[config.mk]
export PLATFORM = sky130hd
export DESIGN_NAME = falafel_req_frontend
export DESIGN_NICKNAME = d
export VERILOG_FILES = /design/src/rtl/falafel_req_frontend.sv
export SDC_FILE = /design/constraint.sdc
export NUM_CORES = 1
export LEC_CHECK = 0
export ABC_AREA = 1
export CAP_MARGIN = 20
export CORE_AREA = 2 2 281 283
export DETAILED_ROUTE_END_ITERATION = 7
export DIE_AREA = 0 0 283 285
export GPL_ROUTABILITY_DRIVEN = 0
export PLACE_DENSITY = 0.65
export SLEW_MARGIN = 20
export SYNTH_ARGS = -nofsm -noshare
export SYNTH_HDL_FRONTEND = slang
export SYNTH_SLANG_ARGS = --single-unit
[constraint.sdc]
create_clock -name clk_i -period 7.6 [get_ports clk_i]
set_clock_uncertainty 0.15 [all_clocks]
set_input_delay 2.28 -clock clk_i [delete_from_list [all_inputs] [get_ports clk_i]]
set_output_delay 2.28 -clock clk_i [all_outputs]
set_load 0.005 [all_outputs]
[src/rtl/falafel_req_frontend.sv]
// rtl/falafel_req_frontend.sv - Falafel allocator request front-end
// Optional statistics counters are built when FALAFEL_REQ_STATS_EN is defined.
module falafel_req_frontend #(
  parameter int unsigned       DATA_W        = 64,
  parameter int unsigned       NUM_CFG_REGS  = 4,
  parameter logic [DATA_W-1:0] CFG_BASE_ADDR = DATA_W'('h10),
  parameter int unsigned       ALIGNMENT     = 8,
  parameter int unsigned       MIN_PAYLOAD   = 32
) (
  input  logic                           clk_i,
  input  logic                           rst_ni,
  input  logic                           req_valid_i,
  output logic                           req_ready_o,
  input  logic [DATA_W-1:0]              req_opcode_i,
  input  logic [DATA_W-1:0]              req_addr_i,
  input  logic                           req_we_i,
  input  logic [DATA_W-1:0]              req_data_i,
  output logic                           rsp_valid_o,
  input  logic                           rsp_ready_i,
  output logic [DATA_W-1:0]              rsp_data_o,
  output logic                           rsp_err_o,
  output logic                           core_valid_o,
  input  logic                           core_ready_i,
  output logic                           core_is_free_o,
  output logic [DATA_W-1:0]              core_arg_o,
  input  logic                           core_done_i,
  input  logic [DATA_W-1:0]              core_result_i,
  output logic [NUM_CFG_REGS*DATA_W-1:0] cfg_regs_o,
  input  logic                           cfg_flp_we_i,
  input  logic [DATA_W-1:0]              cfg_flp_i
);

  localparam int unsigned       SUM_W      = DATA_W + 1;
  localparam logic [SUM_W-1:0]  ALIGN_ADD  = SUM_W'(ALIGNMENT - 1);
  localparam logic [SUM_W-1:0]  ALIGN_MASK = ~ALIGN_ADD;
  localparam logic [DATA_W-1:0] MIN_SIZE   = DATA_W'(MIN_PAYLOAD);
  localparam logic [DATA_W-1:0] ALL_ONES   = '1;
  localparam logic [DATA_W-1:0] OP_REG     = '0;
  localparam logic [DATA_W-1:0] OP_ALLOC   = DATA_W'(1);
  localparam logic [DATA_W-1:0] OP_FREE    = DATA_W'(2);

  typedef enum logic [1:0] {S_IDLE, S_CORE_ISSUE, S_CORE_WAIT, S_RESP} state_t;

  state_t            r_state;
  state_t            w_state_nxt;
  logic [DATA_W-1:0] r_cfg [NUM_CFG_REGS];
  logic [DATA_W-1:0] r_rsp_data;
  logic              r_rsp_err;
  logic [DATA_W-1:0] r_core_arg;
  logic              r_core_is_free;

  logic              w_accept;
  logic [DATA_W-1:0] w_offset;
  logic [DATA_W-1:0] w_idx;
  logic              w_addr_ok;
  logic              w_cfg_hit;
  logic              w_cfg_we;
  logic [DATA_W-1:0] w_cfg_rdata;
  logic [DATA_W-1:0] w_size;
  logic [SUM_W-1:0]  w_aligned;
  logic              w_go_core;

  assign w_accept  = (r_state == S_IDLE) && req_valid_i;
  assign w_offset  = req_addr_i - CFG_BASE_ADDR;
  assign w_idx     = w_offset >> 3;
  assign w_addr_ok = (req_addr_i >= CFG_BASE_ADDR) && (w_offset[2:0] == 3'b000);
  assign w_cfg_hit = w_addr_ok && (w_idx < DATA_W'(NUM_CFG_REGS));
  assign w_cfg_we  = w_accept && (req_opcode_i == OP_REG) && req_we_i && w_cfg_hit;

  // Extra top bit catches the carry when rounding a near-max size up.
  assign w_size    = (req_data_i < MIN_SIZE) ? MIN_SIZE : req_data_i;
  assign w_aligned = ({1'b0, w_size} + ALIGN_ADD) & ALIGN_MASK;
  assign w_go_core = ((req_opcode_i == OP_ALLOC) && !w_aligned[DATA_W]) ||
                     ((req_opcode_i == OP_FREE) && (req_data_i != '0));

  always_comb begin
    w_cfg_rdata = '0;
    for (int i = 0; i < NUM_CFG_REGS; i++) begin
      if (w_idx == DATA_W'(i)) w_cfg_rdata = r_cfg[i];
    end
  end

`ifdef FALAFEL_REQ_STATS_EN
  typedef enum logic [1:0] {K_OTHER, K_ALLOC, K_FREE} kind_t;

  kind_t             r_kind;
  logic [DATA_W-1:0] r_alloc_ok;
  logic [DATA_W-1:0] r_free_ok;
  logic [DATA_W-1:0] r_nomem;
  logic              w_stat_hit;
  logic [DATA_W-1:0] w_stat_rdata;

  assign w_stat_hit = w_addr_ok && (w_idx >= DATA_W'(NUM_CFG_REGS)) &&
                      (w_idx < DATA_W'(NUM_CFG_REGS + 3));

  always_comb begin
    w_stat_rdata = r_nomem;
    if (w_idx == DATA_W'(NUM_CFG_REGS))          w_stat_rdata = r_alloc_ok;
    else if (w_idx == DATA_W'(NUM_CFG_REGS + 1)) w_stat_rdata = r_free_ok;
  end

  always_ff @(posedge clk_i) begin
    if (!rst_ni) begin
      r_kind     <= K_OTHER;
      r_alloc_ok <= '0;
      r_free_ok  <= '0;
      r_nomem    <= '0;
    end else begin
      if (w_accept) begin
        if (req_opcode_i == OP_ALLOC)     r_kind <= K_ALLOC;
        else if (req_opcode_i == OP_FREE) r_kind <= K_FREE;
        else                              r_kind <= K_OTHER;
      end
      if ((r_state == S_RESP) && rsp_ready_i) begin
        if (r_kind == K_FREE)                     r_free_ok  <= r_free_ok + 1'b1;
        else if ((r_kind == K_ALLOC) && r_rsp_err) r_nomem    <= r_nomem + 1'b1;
        else if (r_kind == K_ALLOC)                r_alloc_ok <= r_alloc_ok + 1'b1;
      end
    end
  end
`endif

  always_ff @(posedge clk_i) begin
    if (!rst_ni) r_state <= S_IDLE;
    else         r_state <= w_state_nxt;
  end

  always_comb begin
    w_state_nxt  = r_state;
    req_ready_o  = 1'b0;
    rsp_valid_o  = 1'b0;
    core_valid_o = 1'b0;
    case (r_state)
      S_IDLE: begin
        req_ready_o = 1'b1;
        if (req_valid_i) w_state_nxt = w_go_core ? S_CORE_ISSUE : S_RESP;
      end
      S_CORE_ISSUE: begin
        core_valid_o = 1'b1;
        if (core_ready_i) w_state_nxt = core_done_i ? S_RESP : S_CORE_WAIT;
      end
      S_CORE_WAIT: begin
        if (core_done_i) w_state_nxt = S_RESP;
      end
      S_RESP: begin
        rsp_valid_o = 1'b1;
        if (rsp_ready_i) w_state_nxt = S_IDLE;
      end
      default: w_state_nxt = S_IDLE;
    endcase
  end

  always_ff @(posedge clk_i) begin
    if (!rst_ni) begin
      r_rsp_data     <= '0;
      r_rsp_err      <= 1'b0;
      r_core_arg     <= '0;
      r_core_is_free <= 1'b0;
    end else begin
      case (r_state)
        S_IDLE: begin
          if (req_valid_i) begin
            r_rsp_data <= '0;
            r_rsp_err  <= 1'b0;
            if (req_opcode_i == OP_REG) begin
              if (w_cfg_hit) begin
                if (!req_we_i) r_rsp_data <= w_cfg_rdata;
              end
`ifdef FALAFEL_REQ_STATS_EN
              else if (w_stat_hit && !req_we_i) r_rsp_data <= w_stat_rdata;
`endif
              else r_rsp_err <= 1'b1;
            end else if (req_opcode_i == OP_ALLOC) begin
              r_core_is_free <= 1'b0;
              if (w_aligned[DATA_W]) begin
                r_rsp_err  <= 1'b1;
                r_rsp_data <= ALL_ONES;
              end else begin
                r_core_arg <= w_aligned[DATA_W-1:0];
              end
            end else if (req_opcode_i == OP_FREE) begin
              r_core_is_free <= 1'b1;
              r_core_arg     <= req_data_i;
            end else begin
              r_rsp_err <= 1'b1;
            end
          end
        end
        S_CORE_ISSUE, S_CORE_WAIT: begin
          // Done may coincide with the issue handshake; both states capture it.
          if (core_done_i && ((r_state == S_CORE_WAIT) || core_ready_i)) begin
            r_rsp_data <= core_result_i;
            r_rsp_err  <= !r_core_is_free && (core_result_i == ALL_ONES);
          end
        end
        default: ;
      endcase
    end
  end

  // Core update of reg 0 is applied last so it beats a same-cycle host write.
  always_ff @(posedge clk_i) begin
    if (!rst_ni) begin
      for (int i = 0; i < NUM_CFG_REGS; i++) r_cfg[i] <= '0;
    end else begin
      for (int i = 0; i < NUM_CFG_REGS; i++) begin
        if (w_cfg_we && (w_idx == DATA_W'(i))) r_cfg[i] <= req_data_i;
      end
      if (cfg_flp_we_i) r_cfg[0] <= cfg_flp_i;
    end
  end

  for (genvar g = 0; g < NUM_CFG_REGS; g++) begin : g_cfg_out
    assign cfg_regs_o[g*DATA_W +: DATA_W] = r_cfg[g];
  end

  assign rsp_data_o     = r_rsp_data;
  assign rsp_err_o      = r_rsp_err;
  assign core_arg_o     = r_core_arg;
  assign core_is_free_o = r_core_is_free;

endmodule

[Yosys cells after proc, flatten, opt, wreduce, memory -nomap -nowiden]
Memories as Yosys holds them, arrays and structs flattened.
Index checks and enable logic that the tools add are counted.
Word-level totals
  memory bits (read-only): 0
  latch bits: 0
  memories: 1
  memory bits (writable): 256
  bits in registers: 132
  word-level logic and storage cells: 119
  output and inout port bits: 389
Cells by class
  order comparisons: 3
  eq/ne operators: 15
  mux-type cells: 57
  bitwise operators: 6
  div/mod/pow operators: 0
  $add $sub $neg: 2
  reduce and logical (&&, ||, !) cells: 30
  shift-type cells: 0
  $mul: 0
Memories
  r_cfg: depth 4, bits a word 64, read ports 4, clocked after Yosys merged registers in 0, wr ports 4, line 46  | logic [DATA_W-1:0] r_cfg [NUM_CFG_REGS];
Operators with widths (number)
  64-bit 2-to-1 mux: 20
  64-bit zero test: 2
  64-bit case mux with 2 select lines: 1
  61-bit by 2-bit == test with 1-bit output (second input constant): 2
  64-bit by 3-bit adder with 65-bit output (second input constant): 1
  64-bit by 1-bit == test with 1-bit output (second input constant): 1
  64-bit by 2-bit == test with 1-bit output (second input constant): 1
  64-bit == test (second input constant): 1
  64-bit by 5-bit >= comparator with 1-bit output (second input constant): 1
  64-bit by 6-bit < comparator with 1-bit output (second input constant): 1
  64-bit nonzero test: 1
  64-bit by 5-bit subtractor with 64-bit output (second input constant): 1
  61-bit by 1-bit == test with 1-bit output (second input constant): 1
  61-bit by 3-bit < comparator with 1-bit output (second input constant): 1
  1-bit 2-to-1 mux: 29
  1-bit logical AND: 14
  2-bit inequality test (second input constant): 6
  2-bit 2-to-1 mux: 5
  2-bit case mux with 4 select lines: 1
  4-bit AND reduction: 2
  1-bit OR: 5
  5-bit AND reduction: 1
  2-bit == test (second input constant): 2
  2-bit nonzero test: 2
  9 further kinds: 11

[Depth between registers and ports, before layout]
Gate-level depths: netlist (run 1).
  depth after elaboration: 11
  depth in mapped cells: 26

[Worst setup path before layout (run 1)]
Ideal clock, no wire load.
  path kind: input port to flip-flop
  start: input req_addr_i[4]
  end: memory r_cfg[2][0] (enable)
  required time: 7.026 ns
  stages on the path: 20
  buffers on the path: 2
  arrival time: 5.642 ns
  path slack: 1.385 ns
  cell sequence: inv_2 ha_1 nand2_2 nor2_1 nand2_1 nor2_2 nand2_1 nand2_1 nand2_1 nor2_1 nand2_1 nor2_1 nand2_1 nor2_2 buf_4 nand3_4 inv_2 buf_6 nand2_1 nand2_1
RTL lines
  start, declared: line 15  | input logic [DATA_W-1:0] req_addr_i,
  end, declared: line 46

==> run summary, run 1 <==
Max-slew violation count - 0
I/O pin cnt - 717
Critical Path Start Type - input pin
DR pass1 iterations - 7
GR Overflow Total - 0
Routed Antenna Nets - 0
TritonCTS clock tree - yes
Vias per cell - 5.18
IO Port Bufs - 716
Final WS setup - 1360 ps
Warnings from Yosys - 0
M3 GR Usage - 0.0638
CP max stage cell - clkdlybuf4s50_1
Power Internal - 4710 uW
Setup TNS - 0 ps
Fmax - 160 MHz
Syn_nets - 3609
Fin cells - 5005
Cell Area, Synth - 0.0231 mm2
RSZ-0062 raised after global routing - false
Final worst-path cycle share - 0.821
Initial core utilization - 0.296
Die height - 285 um
Grt met1 use - 0.380
Synth Flop Type - edfxtp_1
Largest net degree at the start of global routing - 97
H-tree levels - 2
Sw Pwr - 2290 uW
Final nets - 4238
Status - finished clean
Synth Area per Inst - 7.05 um2
Share of power burned in registers - 0.378
Combinational power share - 0.284
Met2 Usage GRT - 0.433
Most used cell, CP - nand2_1
VDD IR max - 0.000153 V
Fin crit period - 6240 ps
Hold Crit Class - register to register
Slew HR - 0.350
Via Count - 25921
Yosys cell types - 41
Clk pwr share - 0.338
CP max FO - 69
CP cell instances - clkdlybuf4s50_1 > inv_2 > ha_1 > nand2_2 > nor2_1 > nand2_1 > nor2_2 > nand2_1 > nand2_1 > nand2_1 > nor2_1 > nand2_1 > nor2_1 > nand2_1 > nor2_4 > buf_12 > nand4_1 > nand2_4 > buf_4
Critical path class - input pin to register
Fraction of registers with async set/reset - 0
Cell total after placement - 4905
Crit-path max cell delay - 540 ps
Post-DP HPWL - 91.5 mm
Number of CTS-inserted buffers - 48
Layout cell share with drive strength beyond 1 - 0.0416
Aggregate global-route resource usage - 0.284
Slew at the pin closest to its max-slew limit - 967 ps
Width of the die - 283 um
Post-CTS Resized - 0
Clock insertion delay at the later pin of the skew report - 610 ps
Clock root cell - clkbuf_16
Die area - 0.0807 mm2
Number of global-route vias before repair - 24424
Clock sinks - 388
First-pass GRT wire length - 170 mm
Switching part of the total - 0.327
Arrival time worst endpoint - 6360 ps
Most Crowded Layer GR - met2
Initial antenna violation count - 21
Pwr per Cell Area - 212 mW/mm2
Core footprint - 0.0780 mm2
Routed wire per std cell - 23.8 um
Number of flops mapped to enable cells by yosys - 256
Rows - 103
Area grow syn2layout - 43.0%
Post-place setup slack - 868 ps
Post-CTS setup buffers - 0
CTS clock-pin slew for the worst setup and hold paths - 60 ps
FF+latch count, synth - 388
Post-Route WL - 119 mm
Crit. End Element - register
Post-route DRC - 0
Max Root-Sink Buffers - 3
Power, Total - 6990 uW
Max-Cap Viols - 0
Req. time, crit path - 7720 ps
Pleak - 0.0134 uW
Final core occ - 0.423
Final hold violation count - 0
Synth Instances - 3276
Register area share after synthesis - 0.447
Number of DRC markers in iteration 0 - 3251
Cts hold-fix bufs - 0
Finish-stage setup viols - 0
[Yosys cell counts, types with 3 or more instances]
cell type | instances | area, um2
clkbuf_1 | 117 | 439
inv_1 | 335 | 1260
dfxtp_1 | 132 | 2640
nand2_1 | 874 | 3280
xor2_1 | 47 | 412
buf_1 | 10 | 37.5
nand3_1 | 260 | 1300
nor2_2 | 10 | 62.6
inv_2 | 4 | 15.0
clkinv_1 | 9 | 33.8
nand4_1 | 165 | 1030
nor2_1 | 548 | 2060
xnor2_1 | 6 | 52.6
buf_6 | 3 | 33.8
nand3b_1 | 21 | 158
o21ai_1 | 48 | 240
edfxtp_1 | 256 | 7690
nand2_2 | 6 | 37.5
ha_1 | 5 | 62.6
buf_2 | 45 | 225
nor4_1 | 29 | 181
buf_4 | 5 | 37.5
and2_1 | 5 | 31.3
a21oi_1 | 150 | 751
nor3_1 | 57 | 285
o21ai_0 | 105 | 526
nor2_4 | 4 | 45.0
[worst max-delay path: cells and delay by family]
| kind | cells | cell delay, ps |
|---|---|---|
| AND/OR/NAND/NOR | 14 | 2450 |
| adder cells (fa/ha/maj) | 1 | 230 |
| buffers and inverters | 4 | 1350 |
[cell families (layout without fill, tap and decap cells)]
family | Yosys count | after routing | synth area share
other | 0 | 11 | 0
adders and majority gates | 5 | 5 | 0.00271
AOI/OAI and AO/OA | 311 | 311 | 0.0683
and+or+nand+nor | 1991 | 1991 | 0.372
DFF | 388 | 388 | 0.447
buffers and inverters | 528 | 1196 | 0.0900
xor gates and xnor gates | 53 | 53 | 0.0201
[state kept, by name, indices dropped and copies added, names as in the netlist]
name and count:
r_cfg 256, core_arg_o 64, rsp_data_o 64, r_state 2, core_is_free_o 1, rsp_err_o 1
[path summary, 6_finish.rpt]
check | startpoint | end | slack [ps] | cells past startpoint
min reg2reg | core_arg_o[9]$_SDFFE_PN0P_ | core_arg_o[9]$_SDFFE_PN0P_ | 310 | 2
min | core_arg_o[9]$_SDFFE_PN0P_ | core_arg_o[9]$_SDFFE_PN0P_ | 310 | 2
max | req_addr_i[4] | r_cfg[0][3]$_DFFE_PP_ | 1360 | 19
max reg2reg | r_state[0]$_SDFFE_PN0P_ | rsp_err_o$_SDFFE_PN0P_ | 3880 | 9
[metrics by stage]
| step | hold slack (ps) | cell area (um2) |
|---|---|---|
| 2_1_floorplan | 311 | 23100 |
| 3_3_place_gp | 302 | 31400 |
| 3_5_place_dp | 305 | 31400 |
| 4_1_cts | 314 | 33000 |
| 5_1_grt | 326 | 33000 |
| 6_report | 312 | 33000 |
[layer usage]
layer / up-vias / wire length, um
met5: - / 82
met4: 14 / 6520
met3: 329 / 12000
met1: 11931 / 49300
met2: 1627 / 51500
li1: 12020 / -
[power by group through the flow]
stage	Sequential, uW	Clock (uW)	Combinational [uW]
global route	2660	2460	2150
CTS	2640	2390	1990
detailed placement	2680	0	1980
finish	2640	2370	1980
global placement	2680	0	1970
floorplan	2660	0	863
[cell type report]
class,count,area (um2)
multi-input cells,2360,10800
clock inverters,27,300
fillers,7936,45000
clock buffers,62,1290
flip-flops and latches,388,10300
well taps,1050,1310
diodes,11,27.5
inverters,348,1310
repair buffers,759,7620
[cell usage in the layout, fill, tap and decap left out, types with 3 or more instances in the layout]
cell and n:
buf_4 33, clkbuf_16 49, nor2_4 7, nand3_1 257
inv_1 333, nand2_1 870, xor2_1 47, o21ai_0 105
nor2_2 10, nor4_1 29, ha_1 5, clkinv_2 10
clkinvlp_4 3, o21ai_1 48, bufinv_16 5, nor2_1 545
a21oi_1 149, nand2_4 4, inv_4 3, inv_2 3
dfxtp_1 132, clkbuf_1 11, edfxtp_1 256, and2_1 5
diode_2 11, clkdlybuf4s50_1 714, nand2_2 6, nand4_1 165
buf_12 11, nand3_4 6, nor3_1 57, clkinv_1 13
xnor2_1 6, nand3b_1 21
(Power assumes the default switching activity.)
==> inputs of run 2 (changes only) <==
==> constraint.sdc (replaced) <==
create_clock -name clk_i -period 6.5 [get_ports clk_i]
set_clock_uncertainty 0.15 [all_clocks]
set_input_delay 1.95 -clock clk_i [delete_from_list [all_inputs] [get_ports clk_i]]
set_output_delay 1.95 -clock clk_i [all_outputs]
set_load 0.005 [all_outputs]
==> run 2 against run 1 <==
Effect of this change: wire length is 1.3% higher; total power is 20% higher; register-to-register slack worse by 1200 ps; clock power is 20% higher; critical path type unchanged; highest routed layer unchanged.
==> run summary, run 2 (same netlist as run 1, synthesis figures left out) <==
Status - finished clean
Area grow syn2layout - 45.3%
Vias per cell - 5.20
Via Count - 26210
Post-route DRC - 0
CP top delay family - simple AND/OR/NAND/NOR gates
CP max stage cell - clkdlybuf4s50_1
HP Start - core_arg_o[50]$_SDFFE_PN0P_
Number of CTS-inserted buffers - 48
Crit. End Element - register
Core footprint - 0.0780 mm2
Slew HR - 0.343
R2r setup slk - 2700 ps
IO Port Bufs - 716
Last element of the critical path - rsp_data_o[38]$_SDFFE_PN0P_
Length of routed met3 wiring - 12.3 mm
CTS clock-pin slew for the worst setup and hold paths - 60 ps
Clock insertion delay at the later pin of the skew report - 630 ps
Clock root cell - clkbuf_16
Crit-path max cell delay - 530 ps
Power, Total - 8360 uW
WP buf/inv - 4
Initial antenna violation count - 11
Worst r2r src - r_state[0]$_SDFFE_PN0P_
Worst reg2reg path endpoint - rsp_data_o[28]$_SDFFE_PN0P_
Number of DRC markers in iteration 0 - 2978
Largest register by flop count - r_cfg
Arrival time worst endpoint - 6050 ps
Slew at the pin closest to its max-slew limit - 978 ps
Critical Path Start Type - input pin
Final hold violation count - 0
Hold Crit Class - register to register
First-pass GRT wire length - 174 mm
DR pass1 iterations - 6
CP cell instances - clkdlybuf4s50_1 > inv_2 > ha_1 > nand2_2 > nor2_4 > nand2_1 > xor2_1 > nand3_1 > nor2_1 > nand3_1 > nor2_1 > nand3_4 > buf_12 > o21ai_0 > inv_1 > nand2_1 > nand2_1 > nand2_1 > a21oi_1
Routed length on met2 - 52.2 mm
Pleak - 0.0137 uW
Post-CTS setup buffers - 0
RSZ-0062 raised after global routing - false
Max-Cap Viols - 0
Clock sinks - 388
Routed length on met1 - 49.9 mm
CP max FO - 65
Post-CTS Resized - 0
Max Root-Sink Buffers - 3
Width of the die - 283 um
Routed wire per std cell - 24.0 um
Req. time, crit path - 6800 ps
GR Overflow Total - 0
Max-slew violation count - 0
Routed Antenna Nets - 0
Critical path depth in cells - 19
Commonest cells after routing, fill and taps aside - 870 x nand2_1, 714 x clkdlybuf4s50_1, 545 x nor2_1, 333 x inv_1, 257 x nand3_1
Max FFs per register - 256
Reg2Reg Depth - 11
Final worst-path cycle share - 0.885
VDD IR max - 0.000218 V
Rows - 103
TritonCTS clock tree - yes
Post-DP HPWL - 94.0 mm
Crit path launch - req_addr_i[4]
Finish-stage setup viols - 0
Number of global-route vias before repair - 24975
Setup TNS - 0 ps
Aggregate global-route resource usage - 0.290
Die area - 0.0807 mm2
H-tree levels - 2
I/O pin cnt - 717
Pwr per Cell Area - 249 mW/mm2
Commonest non-fill, non-tap cell in the layout - nand2_1
Layout cell share with drive strength beyond 1 - 0.0517
Critical path class - input pin to register
Fin crit period - 5750 ps
Highest Signal Layer - met5
Post-Route WL - 121 mm
Fmax - 174 MHz
Largest net degree at the start of global routing - 78
Initial core utilization - 0.296
Final nets - 4279
Die height - 285 um
Cts hold-fix bufs - 0
Most used cell, CP - nand2_1
## run 2: changes by cell type in the layout (fill, tap and decap cells not counted), moves of 2 or more
cell and delta:
clkbuf_4 +3, clkinvlp_4 -2, bufinv_16 -2, diode_2 -3, clkinv_2 -7, buf_4 +27
buf_12 +14, clkbuf_8 +6
## run 2: how the worst min path moves through the flow
stage / to / slack (ps) / cells past startpoint
floorplan: core_arg_o[60]$_SDFFE_PN0P_ / 310 / 2
global placement: rsp_data_o[14]$_SDFFE_PN0P_ / 300 / 2
detailed placement: core_arg_o[44]$_SDFFE_PN0P_ / 300 / 2
CTS: rsp_data_o[44]$_SDFFE_PN0P_ / 310 / 2
global route: rsp_data_o[63]$_SDFFE_PN0P_ / 330 / 2
finish: core_arg_o[50]$_SDFFE_PN0P_ / 310 / 2
## run 2: stage by stage
step / std cells / utilization / hold slack, ps / instance area (um2) / setup slack [ps]
finish: 5044 / 0.430 / 313 / 33600 / 747
global route: 5043 / 0.430 / 331 / 33600 / 539
CTS: 5036 / 0.430 / 313 / 33500 / 875
floorplan: 3276 / - / 311 / 23100 / 615
global placement: 4946 / 0.409 / 302 / 31900 / 243
detailed placement: 4946 / 0.409 / 305 / 31900 / 247
## run 2: final cells by class
| class | instances | area, um2 |
|---|---|---|
| Clock inverter | 19 | 236 |
| Multi-Input combinational cell | 2360 | 10800 |
| Sequential cell | 388 | 10300 |
| Antenna cell | 8 | 20.0 |
| Tap cell | 1050 | 1310 |
| Inverter | 348 | 1310 |
| Fill cell | 7974 | 44400 |
| Clock buffer | 71 | 1420 |
| Timing Repair Buffer | 800 | 8100 |
## run 2: layer usage
| metal | global-route usage | up-vias |
|---|---|---|
| li1 | - | 12105 |
| met2 | 0.443 | 1541 |
| met5 | 0 | - |
| met3 | 0.0665 | 326 |
| met4 | 0.135 | 8 |
| met1 | 0.388 | 12230 |
## run 2: power by group
group          internal, uW  switching, uW  leakage [uW]
combinational          1020           1390       0.00928
clock                  1650           1190      0.000810
sequential             2900            196       0.00358
## run 2: worst register-to-register path, delay by kind of cell, from the launching register on
kind                     cells  cell delay (ps)
AO/OA/AOI/OAI                2              310
AND/OR/NAND/NOR              3              480
flip-flops                   1              420
buffers and inverters        5             1630
adder cells (fa/ha/maj)      1              670
